File: src/rtl/fetch_sequencer.sv
// Instruction-cycle controller: fetches opcode/operands over req/ack,
// steers the program counter and strobes the accumulator/ALU datapath.
module fetch_sequencer #(
    parameter int ADDR_WIDTH = 16,
    parameter int DATA_WIDTH = 8,
    parameter int TIMEOUT    = 255
) (
    input  logic                  clk,
    input  logic                  clear_n,
    input  logic [ADDR_WIDTH-1:0] pc_address,
    input  logic [DATA_WIDTH-1:0] mem_rdata,
    input  logic                  mem_ack,
    input  logic                  zero_flag,
    input  logic                  carry_flag,
    input  logic                  resume,
    output logic                  mem_req,
    output logic                  mem_we,
    output logic [ADDR_WIDTH-1:0] mem_addr,
    output logic                  pc_clear,
    output logic                  pc_count,
    output logic                  pc_load,
    output logic [ADDR_WIDTH-1:0] jump_address,
    output logic [DATA_WIDTH-1:0] opcode,
    output logic                  alu_en,
    output logic                  acc_load,
    output logic                  acc_store,
    output logic                  illegal_op,
    output logic                  bus_error,
    output logic                  halted
);

    typedef enum logic [2:0] {
        S_RST, S_FETCH, S_DECODE, S_OPLO, S_OPHI, S_EXEC, S_HALT
    } state_t;

    // Counter only has to reach TIMEOUT-1; the limit edge itself trips.
    localparam int CW = (TIMEOUT > 1) ? $clog2(TIMEOUT) : 1;
    localparam logic [CW-1:0] LIMIT = CW'(TIMEOUT - 1);

    state_t state, state_next;
    logic [DATA_WIDTH-1:0] opnd_lo, opnd_hi;
    logic [CW-1:0] wait_cnt;
    logic [3:0] op_class;
    logic lat_op, lat_lo, lat_hi;
    logic timed_out;

    assign op_class = opcode[DATA_WIDTH-1 -: 4];
    assign jump_address = ADDR_WIDTH'({opnd_hi, opnd_lo});
    assign timed_out = mem_req && !mem_ack && (TIMEOUT > 0)
                       && (wait_cnt == LIMIT);

    always_ff @(posedge clk) begin
        if (!clear_n) begin
            state     <= S_RST;
            opcode    <= '0;
            opnd_lo   <= '0;
            opnd_hi   <= '0;
            wait_cnt  <= '0;
            bus_error <= 1'b0;
        end else begin
            state <= state_next;
            if (lat_op) opcode  <= mem_rdata;
            if (lat_lo) opnd_lo <= mem_rdata;
            if (lat_hi) opnd_hi <= mem_rdata;
            if (!mem_req || mem_ack || state_next != state)
                wait_cnt <= '0;
            else
                wait_cnt <= wait_cnt + CW'(1);
            if (timed_out) bus_error <= 1'b1;
        end
    end

    always_comb begin
        state_next = state;
        mem_req    = 1'b0;
        mem_we     = 1'b0;
        mem_addr   = pc_address;
        pc_clear   = 1'b0;
        pc_count   = 1'b0;
        pc_load    = 1'b0;
        alu_en     = 1'b0;
        acc_load   = 1'b0;
        acc_store  = 1'b0;
        illegal_op = 1'b0;
        halted     = 1'b0;
        lat_op     = 1'b0;
        lat_lo     = 1'b0;
        lat_hi     = 1'b0;
        unique case (state)
            S_RST: begin
                pc_clear   = 1'b1;
                state_next = S_FETCH;
            end
            S_FETCH: begin
                mem_req = 1'b1;
                if (mem_ack) begin
                    pc_count   = 1'b1;
                    lat_op     = 1'b1;
                    state_next = S_DECODE;
                end
            end
            S_DECODE: begin
                case (op_class)
                    4'h1, 4'h2, 4'h4, 4'h5, 4'h6: state_next = S_OPLO;
                    4'h3: state_next = S_EXEC;
                    4'hF: state_next = S_HALT;
                    4'h0: state_next = S_FETCH;
                    default: begin
                        illegal_op = 1'b1;
                        state_next = S_FETCH;
                    end
                endcase
            end
            S_OPLO: begin
                mem_req = 1'b1;
                if (mem_ack) begin
                    pc_count   = 1'b1;
                    lat_lo     = 1'b1;
                    state_next = S_OPHI;
                end
            end
            S_OPHI: begin
                mem_req = 1'b1;
                if (mem_ack) begin
                    pc_count   = 1'b1;
                    lat_hi     = 1'b1;
                    state_next = S_EXEC;
                end
            end
            S_EXEC: begin
                state_next = S_FETCH;
                case (op_class)
                    4'h1: begin
                        mem_req  = 1'b1;
                        mem_addr = jump_address;
                        acc_load = mem_ack;
                        if (!mem_ack) state_next = S_EXEC;
                    end
                    4'h2: begin
                        mem_req   = 1'b1;
                        mem_we    = 1'b1;
                        acc_store = 1'b1;
                        mem_addr  = jump_address;
                        if (!mem_ack) state_next = S_EXEC;
                    end
                    4'h3: alu_en  = 1'b1;
                    4'h4: pc_load = 1'b1;
                    4'h5: pc_load = zero_flag;
                    4'h6: pc_load = carry_flag;
                    default: ;
                endcase
            end
            S_HALT: begin
                halted = 1'b1;
                if (resume) state_next = S_FETCH;
            end
            default: state_next = S_RST;
        endcase
        // A stalled bus abandons the access and parks in HALT.
        if (timed_out) state_next = S_HALT;
    end

endmodule

File: config.mk
export PLATFORM = sky130hd
export DESIGN_NAME = fetch_sequencer
export DESIGN_NICKNAME = d
export VERILOG_FILES = /design/src/rtl/fetch_sequencer.sv
export SDC_FILE = /design/constraint.sdc
export NUM_CORES = 1
export LEC_CHECK = 0
export BUFFER_PORTS_ARGS = -buffer_cell sky130_fd_sc_hd__buf_2
export CAP_MARGIN = 15
export CORE_MARGIN = 1.5
export CORE_UTILIZATION = 51
export DETAILED_ROUTE_END_ITERATION = 10
export PLACE_DENSITY_LB_ADDON = 0.08
export SYNTH_ARGS = -nofsm -noshare
export SYNTH_HDL_FRONTEND = slang
export SYNTH_SLANG_ARGS = --single-unit
File: constraint.sdc
create_clock -name clk -period 3.25 [get_ports clk]
set_input_delay 0.1625 -clock clk [delete_from_list [all_inputs] [get_ports clk]]
set_output_delay 0.1625 -clock clk [all_outputs]
set_load 0.005 [all_outputs]
### Word level (Yosys, flattened, before mapping)

Index checks and enable logic that the tools add are counted.

| storage, ports and cells | value |
|---|---|
| logic and storage cells | 66 |
| output and inout bits | 51 |
| ROM bits | 0 |
| memories kept | 0 |
| input bits | 30 |
| bits in registers | 36 |
| memory bits (writable) | 0 |
| latch bits | 0 |

| operators by class | value |
|---|---|
| reduce and logical (&&, ||, !) cells | 13 |
| eq/ne operators | 15 |
| order comparisons | 0 |
| bitwise gates (word level) | 1 |
| mux-type cells | 30 |
| div/mod/pow operators | 0 |
| shift operators | 0 |
| add/sub/neg operators | 1 |
| multiply operators | 0 |

Operators by type and width:

| kind | count |
|---|---|
| $mux 16 | 2 |
| $mux 3 | 7 |
| $pmux 3 s7 | 1 |
| $mux 1 | 17 |
| $eq 4x3->1 const B | 3 |
| $eq 3x3->1 const B | 3 |
| $pmux 3 s3 | 1 |
| $add 8x1->8 const B | 1 |
| $eq 4x2->1 const B | 2 |
| $eq 8x8->1 const B | 1 |
| $reduce_or 8->1 | 1 |
| $eq 3x2->1 const B | 2 |
| $reduce_or 5->1 | 1 |
| $eq 4x1->1 const B | 1 |
| $eq 4x4->1 const B | 1 |
| $logic_not 4->1 | 1 |
| $reduce_or 2->1 | 2 |
| $eq 3x1->1 const B | 1 |
| $logic_not 3->1 | 1 |
| $ne 3x3->1 | 1 |
| $pmux 1 s3 | 1 |
| $reduce_or 3->1 | 1 |
| $logic_and 1x1->1 | 2 |
| $logic_not 1->1 | 2 |
| other kinds (3) | 4 |

### Depth between registers and ports, before layout

Gate-level depths: netlist of the first run.

| depth | value |
|---|---|
| depth after elaboration | 10 |
| mapped depth | 6 |

### Worst setup path after synthesis of the first run

OpenSTA, ideal clock, no wires.

| timing path | value |
|---|---|
| path type | reg-to-output |
| start | register opcode[7] |
| end | output port mem_addr[10] |
| data required time | 3.087 ns |
| path slack | 1.424 ns |
| stages on the path, launching flop included | 6 |
| arrival | 1.663 ns |
| cell sequence | dfxtp_1 > buf_6 > nand4bb_1 > nor3_2 > buf_4 > mux2_1 |

| between the ends | value |
|---|---|
| longest elaborated chain between the ends | 4 |
| elaborated cells between the ends (all ways) | 5 |
| classes of those cells | 2 x eq/ne; 2 x mux; 1 x reduce/logical |

Ends and longest elaborated chain:

| item | RTL line | RTL |
|---|---|---|
| start, declared | 23 | `output logic [DATA_WIDTH-1:0] opcode,` |
| start signal, assigned | 62 | `if (lat_op) opcode <= mem_rdata;` |
| $eq 4x2->1 / $eq 4x1->1 (equally long branches) | 132 | `case (op_class)` |
| $reduce_or 2->1 (no source line) (*) | -- |  |
| $mux 16 (*) | 132 |  |
| $mux 16 (*) | 89 | `unique case (state)` |
| end, declared | 18 | `output logic [ADDR_WIDTH-1:0] mem_addr,` |

Every way passes the cells marked *; elsewhere a longest branch is shown, timed or not.

### Final worst setup path of the first run

| timing path | value |
|---|---|
| start | register state[2] |
| end | output port mem_addr[1] |

| between the ends | value |
|---|---|
| longest elaborated chain between the ends | 2 |

Ends and longest elaborated chain:

| item | RTL line | RTL |
|---|---|---|
| start, declared | 40 | `state_t state, state_next;` |
| start signal, assigned | 61 | `state <= state_next;` |
| $eq 3x3->1 | 89 |  |
| $mux 16 | 89 |  |

No other way between the ends.

==> results of run 1 <==
## logic make-up after synthesis
kind of cell	Yosys count
adders and majority gates	2
xor gates and xnor gates	9
AOI/OAI and AO/OA	37
muxes	25
and+or+nand+nor	91
buffers and inverters	18
DFF	36
## cell usage in the layout (no fill, tap or decap), drive strengths merged, types with 3 or more instances in the layout
master  count
clkinv      4
mux2i       8
clkbuf      5
dfxtp      36
buf        82
a21oi      21
xnor2       4
nor2       14
o21ai       3
xor2        5
inv         5
mux2       17
and3        5
nand3       6
nor3       15
nand2      39
## metrics by stage
stage                     setup slack [ps]  power, mW  cells  hold slack, ps
after floorplan                       1420      0.535    218             298
after global placement                1360      0.581    334             429
after detailed placement              1340      0.583    334             434
after CTS                             1070      0.893    342             128
after global routing                   886      0.930    342             136
final                                 1080      0.886    342             128
## power by group
group	total, mW	internal (mW)	switching, mW
Clock	0.313	0.149	0.164
Combinational	0.106	0.0520	0.0545
Sequential	0.467	0.450	0.0169
Total	0.886	0.651	0.235
## layer usage
layer	track usage	vias up
met2	0.376	59
met4	0.0571	0
met1	0.301	839
met3	0.0546	5
li1	-	919
met5	0	-
## worst register-to-register path: stages, from the launching register on
cell and delay [ps]:
dfxtp_1 600, or3b_2 590, nor2_4 300, mux2i_1 240, nor2_1 60
## how the worst max path moves through the flow
stage,startpoint,end,slack [ps],cells after the start
floorplan,opcode[7],mem_addr[10],1420,5
global placement,state[2],opnd_hi[5],1360,4
detailed placement,state[2],opnd_hi[3],1340,4
CTS,state[2],mem_addr[1],1070,5
global route,state[2],mem_addr[4],890,5
finish,state[2],mem_addr[1],1080,5
## final cells by class
class,count,share of cell area
multi-input combinational,164,0.452
sequential,36,0.303
timing repair buffer,82,0.175
clock buffer,5,0.0289
tap,46,0.0242
inverter,6,0.00946
clock inverter,3,0.00789
## registers in the layout (all words and copies together) (netlist names)
name,count
opcode,8
opnd_hi,8
opnd_lo,8
wait_cnt,8
state,3
bus_error,1
==> flow_summary.json, run 1 <==
{
  "worst_path_dominant_cell_family": "flip-flops",
  "final_core_utilization": 0.691,
  "worst_hold_startpoint": "mem_rdata[7]",
  "pin_count_of_the_biggest_net_entering_global_routing": 28,
  "portion_of_the_clock_cycle_consumed_by_the_worst_path_in_the_final_layout": 0.669,
  "grt_antenna_before_repair": 0,
  "highest-signal-layer": "met4",
  "drive_above_1_share": 0.355,
  "die-height_um": 63.8,
  "multiInputGateArea_um2": 1080,
  "timing.critical_path.fanout_max": 14,
  "synthesized_instance_count": 218,
  "setup.worst_path.start_class": "flip-flop",
  "cts.reportedPaths.clkPinSlew_ps": 70,
  "route.layer.met1.wl_um": 2040,
  "minimum_setup_slack_among_reg_to_reg_paths_ps": 1330,
  "cts_sinks": 36,
  "grt_first_pass_wirelength_um": 7470,
  "rsz0062_at_grt": "no",
  "worst_skew_pair.late_latency_ps": 290,
  "clock_skew_ps": 3.08,
  "number_of_global_route_vias_before_repair": 1614,
  "timing.critical_path.cells": "nand4bb_1 -> nor3_2 -> buf_4 -> mux2_2 -> buf_2",
  "timing_worst_slew_pin_value_ps": 839,
  "cp-end-kind": "primary output",
  "maxSlewViolCount": 0,
  "start_util": 0.548,
  "area_delta_synth_final_pct": 26.1,
  "overflow": 0,
  "fillCellCount": 318,
  "r2r.worst_path.cells": 4,
  "drt_iter0_markers": 101,
  "fin_crit_ps": 2170,
  "antennaDiodeCount": 0,
  "track_usage": 0.229,
  "drt_drc_violations_left": 0,
  "p_per_area_nw_per_um2": 372,
  "critPathMaxStageDelay_ps": 600,
  "routed-wl-met2_um": 2060,
  "stdcell_area_um2": 2380,
  "tritoncts_clock_tree": "yes",
  "synth_enable_flop_cells": 0,
  "postPlaceCellArea_um2": 2290,
  "wl_um": 4390,
  "cts-buffers-inserted": 5,
  "ys_dominant_reg_cell": "dfxtp_1",
  "setup_viol_count_final": 0,
  "synth-seq-area-share": 0.382,
  "floorplan.io_pins": 81,
  "timing.max_slew.rel_slack": 0.436,
  "port_buffers": 80,
  "htree_num_levels": 2,
  "cts_repair_resize_count": 0,
  "gp_routability_congestion": 0.885,
  "final_hold_viol_count": 0,
  "synth_compound_gate_area_share": 0.134,
  "fp.dieArea_um2": 4070,
  "yosys_register_bits": 36,
  "post_cts.repair.setup_buffers": 0,
  "outcome": "completed",
  "post-synth-top-area-fraction": 0.382,
  "core_um2": 3440,
  "met3_wirelength_um": 251,
  "data_required_time_of_the_worst_path_ps": 3090,
  "first_pass_iters": 4,
  "synthesis.area_um2": 1890,
  "r2r-start": "state[2]",
  "final_antenna_net_count": 0,
  "regToRegEndpoint": "opnd_hi[3]",
  "peakVddDrop_mv": 0.292,
  "cts_buffer_depth": 2,
  "dieWidth_um": 63.8,
  "yosys-top-cells-count": "39 x nand2_1, 36 x dfxtp_1, 21 x a21oi_1",
  "postSynthAreaPerCell_um2": 8.66,
  "total_leakage_power_nw": 1.02,
  "synth-simple-area-share": 0.237,
  "layout.area.seq_um2": 721,
  "hold-path-endpoint": "opnd_lo[7]",
  "criticalPathCategory": "flip-flop to primary output",
  "synth_xor_xnor_area_share": 0.0418,
  "yosysTopAreaCell": "dfxtp_1",
  "count_leader_synth": "nand2_1",
  "holdBufCountCts": 0,
  "detail_route.vias_per_cell": 5.33,
  "synth.distinct_cells": 44,
  "via_count": 1822,
  "max_freq_mhz": 460,
  "post_synth_main_area_contributors": "dfxtp_1 38%, nand2_1 7.8%, mux2_1 6.0%, a21oi_1 5.6%, mux2i_1 4.2%",
  "dominant_combinational_cell_family_by_area_after_synthesis": "simple AND/OR/NAND/NOR gates",
  "hold_path_depth": 3,
  "place.detailed.hpwl_um": 3250,
  "root_cell_of_the_clock_tree": "clkbuf_8",
  "count_of_yosys_warnings_during_synthesis": 0,
  "synth_async_sr_flop_share": 0,
  "synth_fp_nets": 250,
  "cap_violations": 0,
  "final_nets": 327,
  "placement_rows": 21,
  "holdCritPathClass": "input pin to flip-flop",
  "worstPathBufferInverterCount": 2,
  "cp_data_arrival_time_ps": 2010,
  "critical-path-slowest-cell": "dfxtp_1",
  "fin_tns_setup_ps": 0,
  "routedWlPerCell_um": 12.8,
  "synth_fa_ha_area_frac": 0.0133,
  "synth.area.mux_share": 0.144
}
Note: power is estimated with default switching activity, not from simulation.
==> run 2, diff against run 1 <==
Settings changed: ABC_AREA set to 1, CORE_UTILIZATION 51 to 42.
Clock period 3.25 ns to 1.9 ns, I/O delays scaled along.
==> run 2 against run 1 <==
Effect of this change: sequential power up 74%; final area stayed put; via count grew 5.2%; first-iteration DRC count decreased by 6.9%; sequential cell count unchanged; non-clock buffer count is 1 higher; critical path depth rose by 3; synthesized cell count increased by 22%; critical endpoint is now mem_addr[13]; largest power group unchanged.
==> flow_summary.json, run 2 <==
{
  "rsz0062_at_grt": "no",
  "synth.distinct_cells": 29,
  "dp.cells": 393,
  "cellInternalPower_mw": 1.19,
  "cts_sinks": 36,
  "area_delta_synth_final_pct": 30.7,
  "detail_route.vias_per_cell": 4.78,
  "p_per_area_nw_per_um2": 690,
  "synthesized_instance_count": 267,
  "criticalPathCategory": "flip-flop to primary output",
  "synth_async_sr_flop_share": 0,
  "floorplan.io_pins": 81,
  "total_leakage_power_nw": 1.23,
  "cts_repair_resize_count": 0,
  "setup_viol_count_final": 0,
  "drt_iter0_markers": 94,
  "core_um2": 4090,
  "drt_drc_violations_left": 0,
  "minimum_setup_slack_among_reg_to_reg_paths_ps": 200,
  "critPathMaxStageDelay_ps": 380,
  "fp.dieArea_um2": 4740,
  "grt_antenna_before_repair": 0,
  "clock_skew_ps": 7.79,
  "cts-buffers-inserted": 5,
  "pin_count_of_the_biggest_net_entering_global_routing": 27,
  "timing.critical_path.cells": "inv_1 -> nor2_1 -> nand2_1 -> nand2_1 -> nand2_4 -> buf_6 -> o21ai_0 -> buf_2",
  "cap_violations": 0,
  "commonest_cells_after_routing_fill_and_taps_aside": "80 x buf_2, 54 x nand2_1, 50 x nor2_1, 35 x dfxtp_1, 32 x o21ai_0",
  "outcome": "completed",
  "final_nets": 382,
  "holdCritPathClass": "input pin to flip-flop",
  "yosysTopAreaCell": "dfxtp_1",
  "drive_above_1_share": 0.316,
  "yosys-top-cells-count": "54 x nand2_1, 51 x nor2_1, 36 x dfxtp_1",
  "count_of_yosys_warnings_during_synthesis": 0,
  "die-height_um": 68.8,
  "critical_path.startpoint": "opcode[4]",
  "data_required_time_of_the_worst_path_ps": 1800,
  "track_usage": 0.206,
  "maxSlewViolCount": 0,
  "yosys_register_bits": 36,
  "critPathMostFrequentCell": "nand2_1",
  "fin_tns_setup_ps": 0,
  "post_cts.repair.setup_buffers": 0,
  "antennaDiodeCount": 0,
  "final_antenna_net_count": 0,
  "synth-seq-area-share": 0.396,
  "portion_of_the_clock_cycle_consumed_by_the_worst_path_in_the_final_layout": 0.914,
  "cts.reportedPaths.clkPinSlew_ps": 70,
  "cts_buffer_depth": 2,
  "layout.cells.most_common": "buf_2",
  "regToRegEndpoint": "wait_cnt[2]",
  "place.detailed.hpwl_um": 3560,
  "worst_skew_pair.late_latency_ps": 290,
  "postSynthAreaPerCell_um2": 6.82,
  "cp_data_arrival_time_ps": 1640,
  "synthesis.area_um2": 1820,
  "power.clock.fraction": 0.338,
  "synth_enable_flop_cells": 0,
  "ys_dominant_reg_cell": "dfxtp_1",
  "tritoncts_clock_tree": "yes",
  "synth_fp_nets": 299,
  "setup.worst_path.start_class": "flip-flop",
  "sequentialPowerShare": 0.496,
  "count_leader_synth": "nand2_1",
  "total_power_mw": 1.64,
  "gp_routability_congestion": 0.899,
  "timing.critical_path.fanout_max": 24,
  "power.switching_mw": 0.454,
  "r2r.worst_path.cells": 10,
  "start_util": 0.445,
  "final_cell_count_no_fill": 401,
  "max_freq_mhz": 576,
  "port_buffers": 80,
  "timing.max_slew.rel_slack": 0.757,
  "wl_um": 4610,
  "power_switching_share": 0.276,
  "first_pass_iters": 4,
  "placement_rows": 23,
  "dieWidth_um": 68.8,
  "root_cell_of_the_clock_tree": "clkbuf_8",
  "via_count": 1917,
  "share_comb_of_total_power": 0.166,
  "holdBufCountCts": 0,
  "post_synth_main_area_contributors": "dfxtp_1 40%, nand2_1 11%, nor2_1 11%, o21ai_0 8.8%, inv_1 5.2%",
  "critical-path-slowest-cell": "dfxtp_1",
  "number_of_global_route_vias_before_repair": 1638,
  "timing.critical_path.to": "mem_addr[13]",
  "grt_first_pass_wirelength_um": 7190,
  "peakVddDrop_mv": 0.360,
  "routedWlPerCell_um": 11.5,
  "r2r-start": "state[2]",
  "post-synth-top-area-fraction": 0.396,
  "cp-end-kind": "primary output",
  "overflow": 0,
  "final_hold_viol_count": 0,
  "timing_worst_slew_pin_value_ps": 365,
  "htree_num_levels": 2,
  "fin_crit_ps": 1740
}
run 2: cell count changes after synthesis, moves of 6 or more:
cell and delta:
o21ai_0 +29, nor2_1 +38, inv_1 +20, mux2_1 -10
a21oi_1 -6, mux2_2 -7, nor3_1 -10, nand2_1 +15
mux2i_1 -8
run 2: layout make-up:
type	instances	area, µm²
multi-input combinational	193	956
timing repair buffer	83	427
tap	50	62.6
clock buffer	6	82.6
sequential	36	722
clock inverter	2	10.0
inverter	31	120
fill	426	1710
run 2: metrics by stage:
step	worst slack, ps	hold slack, ps	util	cell area, µm²
4_1_cts	22.6	59.9	0.580	2370
6_report	164	72.3	0.582	2380
3_3_place_gp	291	352	0.557	2280
3_5_place_dp	214	363	0.557	2280
5_1_grt	10.4	87.2	0.582	2380
2_1_floorplan	449	230	-	1820
run 2: power by group through the flow:
stage | Clock [mW] | Combinational [mW] | Sequential, mW
2_1_floorplan | 0 | 0.158 | 0.826
3_3_place_gp | 0 | 0.269 | 0.829
3_5_place_dp | 0 | 0.274 | 0.829
4_1_cts | 0.573 | 0.275 | 0.812
5_1_grt | 0.593 | 0.311 | 0.817
6_report | 0.555 | 0.273 | 0.814
run 2: layer usage:
metal,global-route usage,vias up,wire [µm]
met4,0.0784,0,78
met3,0.0406,8,277
met5,0,-,0
met2,0.347,55,2230
li1,-,1025,-
met1,0.258,829,2030
run 2: worst min-delay path by stage:
stage | to | start | cells past startpoint
2_1_floorplan | opnd_lo[0] | mem_rdata[0] | 2
3_3_place_gp | opnd_lo[5] | mem_rdata[5] | 3
3_5_place_dp | opnd_lo[0] | mem_rdata[0] | 3
4_1_cts | opnd_lo[5] | mem_rdata[5] | 3
5_1_grt | opnd_lo[5] | mem_rdata[5] | 3
6_report | opnd_lo[5] | mem_rdata[5] | 3
run 2: kinds of logic (layout without fill, tap and decap cells):
family	Yosys count	in the layout	share of synthesized area
xor gates and xnor gates	6	6	0.0289
AOI/OAI and AO/OA	51	51	0.148
DFF	36	36	0.396
adders and majority gates	2	2	0.0137
and+or+nand+nor	134	134	0.333
buffers and inverters	38	122	0.0804
run 2: worst max-delay path: cells and delay by family, from the launching register on:
family                 cells  cell delay, ps
flip-flops                 1             380
AND/OR/NAND/NOR            4             420
buffers and inverters      3             390
AO/OA/AOI/OAI              1             160
==> run 3, diff against run 2 <==
--- a/config.mk
+++ b/config.mk
@@ -8,9 +8,10 @@
 export ABC_AREA = 1
 export BUFFER_PORTS_ARGS = -buffer_cell sky130_fd_sc_hd__buf_2
-export CAP_MARGIN = 15
+export CAP_MARGIN = 5
 export CORE_MARGIN = 1.5
 export CORE_UTILIZATION = 42
 export DETAILED_ROUTE_END_ITERATION = 10
 export PLACE_DENSITY_LB_ADDON = 0.08
+export RECOVER_POWER = 25
 export SYNTH_ARGS = -nofsm -noshare
 export SYNTH_HDL_FRONTEND = slang
==> constraint.sdc (replaced) <==
create_clock -name clk -period 1.9 [get_ports clk]
set_input_delay 0.285 -clock clk [delete_from_list [all_inputs] [get_ports clk]]
set_output_delay 0.285 -clock clk [all_outputs]
set_load 0.005 [all_outputs]
==> run 3 against run 2 <==
Effect of this change: hold slack improved by 180 ps; register-to-register slack improved by 50 ps; critical path depth unchanged; non-clock buffer count increased by 5; final area increased by 2.6%; first-iteration DRC count decreased by 14%; critical endpoint is now mem_addr[10].
==> flow_summary.json, run 3 (synthesized netlist as in run 2, its figures left out) <==
{
  "minimum_setup_slack_among_reg_to_reg_paths_ps": 250,
  "cp-end-kind": "primary output",
  "grt_antenna_before_repair": 0,
  "multiInputGateArea_um2": 971,
  "cts.reportedPaths.clkPinSlew_ps": 70,
  "cts_sinks": 36,
  "worst_skew_pair.late_latency_ps": 290,
  "cts_buffer_depth": 2,
  "portion_of_the_clock_cycle_consumed_by_the_worst_path_in_the_final_layout": 0.948,
  "tritoncts_clock_tree": "yes",
  "timing.critical_path.fanout_max": 12,
  "pin_count_of_the_biggest_net_entering_global_routing": 27,
  "holdCritPathClass": "input pin to flip-flop",
  "rsz0062_at_grt": "no",
  "worstPathBufferInverterCount": 3,
  "via_count": 1924,
  "floorplan.io_pins": 81,
  "first_pass_iters": 4,
  "p_per_area_nw_per_um2": 668,
  "total_leakage_power_nw": 1.22,
  "start_util": 0.445,
  "clock_skew_ps": 6.44,
  "worst_setup_margin_ps": 99.0,
  "cts-buffers-inserted": 5,
  "fp.dieArea_um2": 4740,
  "routedWlPerCell_um": 11.5,
  "holdBufCountCts": 0,
  "hold-path-endpoint": "opnd_lo[5]",
  "die-height_um": 68.8,
  "placement_rows": 23,
  "criticalPathCategory": "flip-flop to primary output",
  "fin_crit_ps": 1800,
  "drt_iter0_markers": 81,
  "critPathMaxStageDelay_ps": 360,
  "timing_worst_slew_pin_value_ps": 369,
  "area_delta_synth_final_pct": 34.1,
  "root_cell_of_the_clock_tree": "clkbuf_8",
  "antennaDiodeCount": 0,
  "layout.cells.most_common": "buf_2",
  "regToRegEndpoint": "wait_cnt[7]",
  "drt_drc_violations_left": 0,
  "place_worst_setup_slack_ps": 219,
  "port_buffers": 80,
  "r2r-start": "state[0]",
  "place.detailed.hpwl_um": 3480,
  "worst_hold_startpoint": "mem_rdata[5]",
  "final_antenna_net_count": 0,
  "track_usage": 0.205,
  "maxSlewViolCount": 0,
  "layout.area.seq_um2": 727,
  "fin_tns_setup_ps": 0,
  "critical-path-slowest-cell": "dfxtp_2",
  "timing.max_slew.rel_slack": 0.754,
  "grt_first_pass_wirelength_um": 7130,
  "setup_viol_count_final": 0,
  "data_required_time_of_the_worst_path_ps": 1620,
  "overflow": 0,
  "r2r.worst_path.cells": 10,
  "final_hold_viol_count": 0,
  "cap_violations": 0,
  "number_of_global_route_vias_before_repair": 1645,
  "max_freq_mhz": 555,
  "commonest_cells_after_routing_fill_and_taps_aside": "70 x buf_2, 52 x nand2_1, 49 x nor2_1, 31 x dfxtp_1",
  "critPathMostFrequentCell": "nand2_2",
  "worst_path_dominant_cell_family": "simple AND/OR/NAND/NOR gates",
  "detail_route.vias_per_cell": 4.74,
  "timing.critical_path.cells": "inv_2 -> nor2_2 -> nand2_2 -> nand2_2 -> nand2_4 -> clkbuf_16 -> o21ai_1 -> buf_2",
  "wl_um": 4650,
  "drive_above_1_share": 0.320,
  "fillCellCount": 431,
  "final_nets": 387,
  "hold_path_depth": 3,
  "gp_routability_congestion": 0.915,
  "setup.worst_path.start_class": "flip-flop",
  "core_um2": 4090,
  "peakVddDrop_mv": 0.410,
  "htree_num_levels": 2,
  "cp_data_arrival_time_ps": 1520,
  "dieWidth_um": 68.8,
  "outcome": "completed"
}
-- run 3: changes by cell type in the layout (fill, tap and decap cells not counted), sizes merged --
cell      delta
clkbuf      +12
buf          -6
clkinvlp     -1
-- run 3: routing by layer --
| layer | GRT usage | routed length, µm | share of wire | up-vias |
|---|---|---|---|---|
| met5 | 0 | 0 | 0 | - |
| met4 | 0.0882 | 86 | 0.018 | 0 |
| met3 | 0.0568 | 227 | 0.049 | 8 |
| met2 | 0.352 | 2220 | 0.48 | 45 |
| met1 | 0.237 | 2120 | 0.45 | 843 |
| li1 | - | - | - | 1028 |
-- run 3: worst max-delay path by stage --
stage,startpoint,endpoint,slack (ps),cells after the start
2_1_floorplan,opcode[4],mem_addr[13],410,7
3_3_place_gp,state[2],wait_cnt[2],220,10
3_5_place_dp,state[1],mem_addr[3],220,8
4_1_cts,opcode[4],mem_addr[9],2,8
5_1_grt,opcode[4],mem_addr[14],3,8
6_report,opcode[4],mem_addr[10],100,8
-- run 3: worst min-delay path, cell delays in order --
cell	delay, ps
buf_2	100
nor2_1	40
nor2_1	80
-- run 3: what timing repair did --
item | 4_1_cts | 5_1_grt
gates resized for setup | 4 | 20
endpoints found under the hold margin | 0 | 0
endpoints found under the setup margin | 16 | 16
pin swaps | 0 | 2
gates cloned | 0 | 1
setup buffers | 0 | 1
-- run 3: through the flow --
stage	power [mW]	utilization	std cells	hold slack (ps)	cell area, µm²
3_3_place_gp	1.10	0.562	396	438	2300
4_1_cts	1.64	0.585	404	252	2390
3_5_place_dp	1.10	0.562	396	459	2300
6_report	1.63	0.597	406	254	2440
5_1_grt	1.73	0.597	406	274	2440
2_1_floorplan	0.984	-	267	420	1820
-- run 3: power breakdown --
group	switching, mW	internal [mW]	total [mW]
Sequential	0.0282	0.784	0.812
Combinational	0.161	0.120	0.282
Clock	0.275	0.262	0.537
-- run 3: final cells by class --
type	instances	share of cell area
sequential	36	0.298
timing repair buffer	88	0.196
tap	50	0.0256
clock inverter	1	0.00359
clock buffer	7	0.0313
multi-input combinational	193	0.398
inverter	31	0.0482
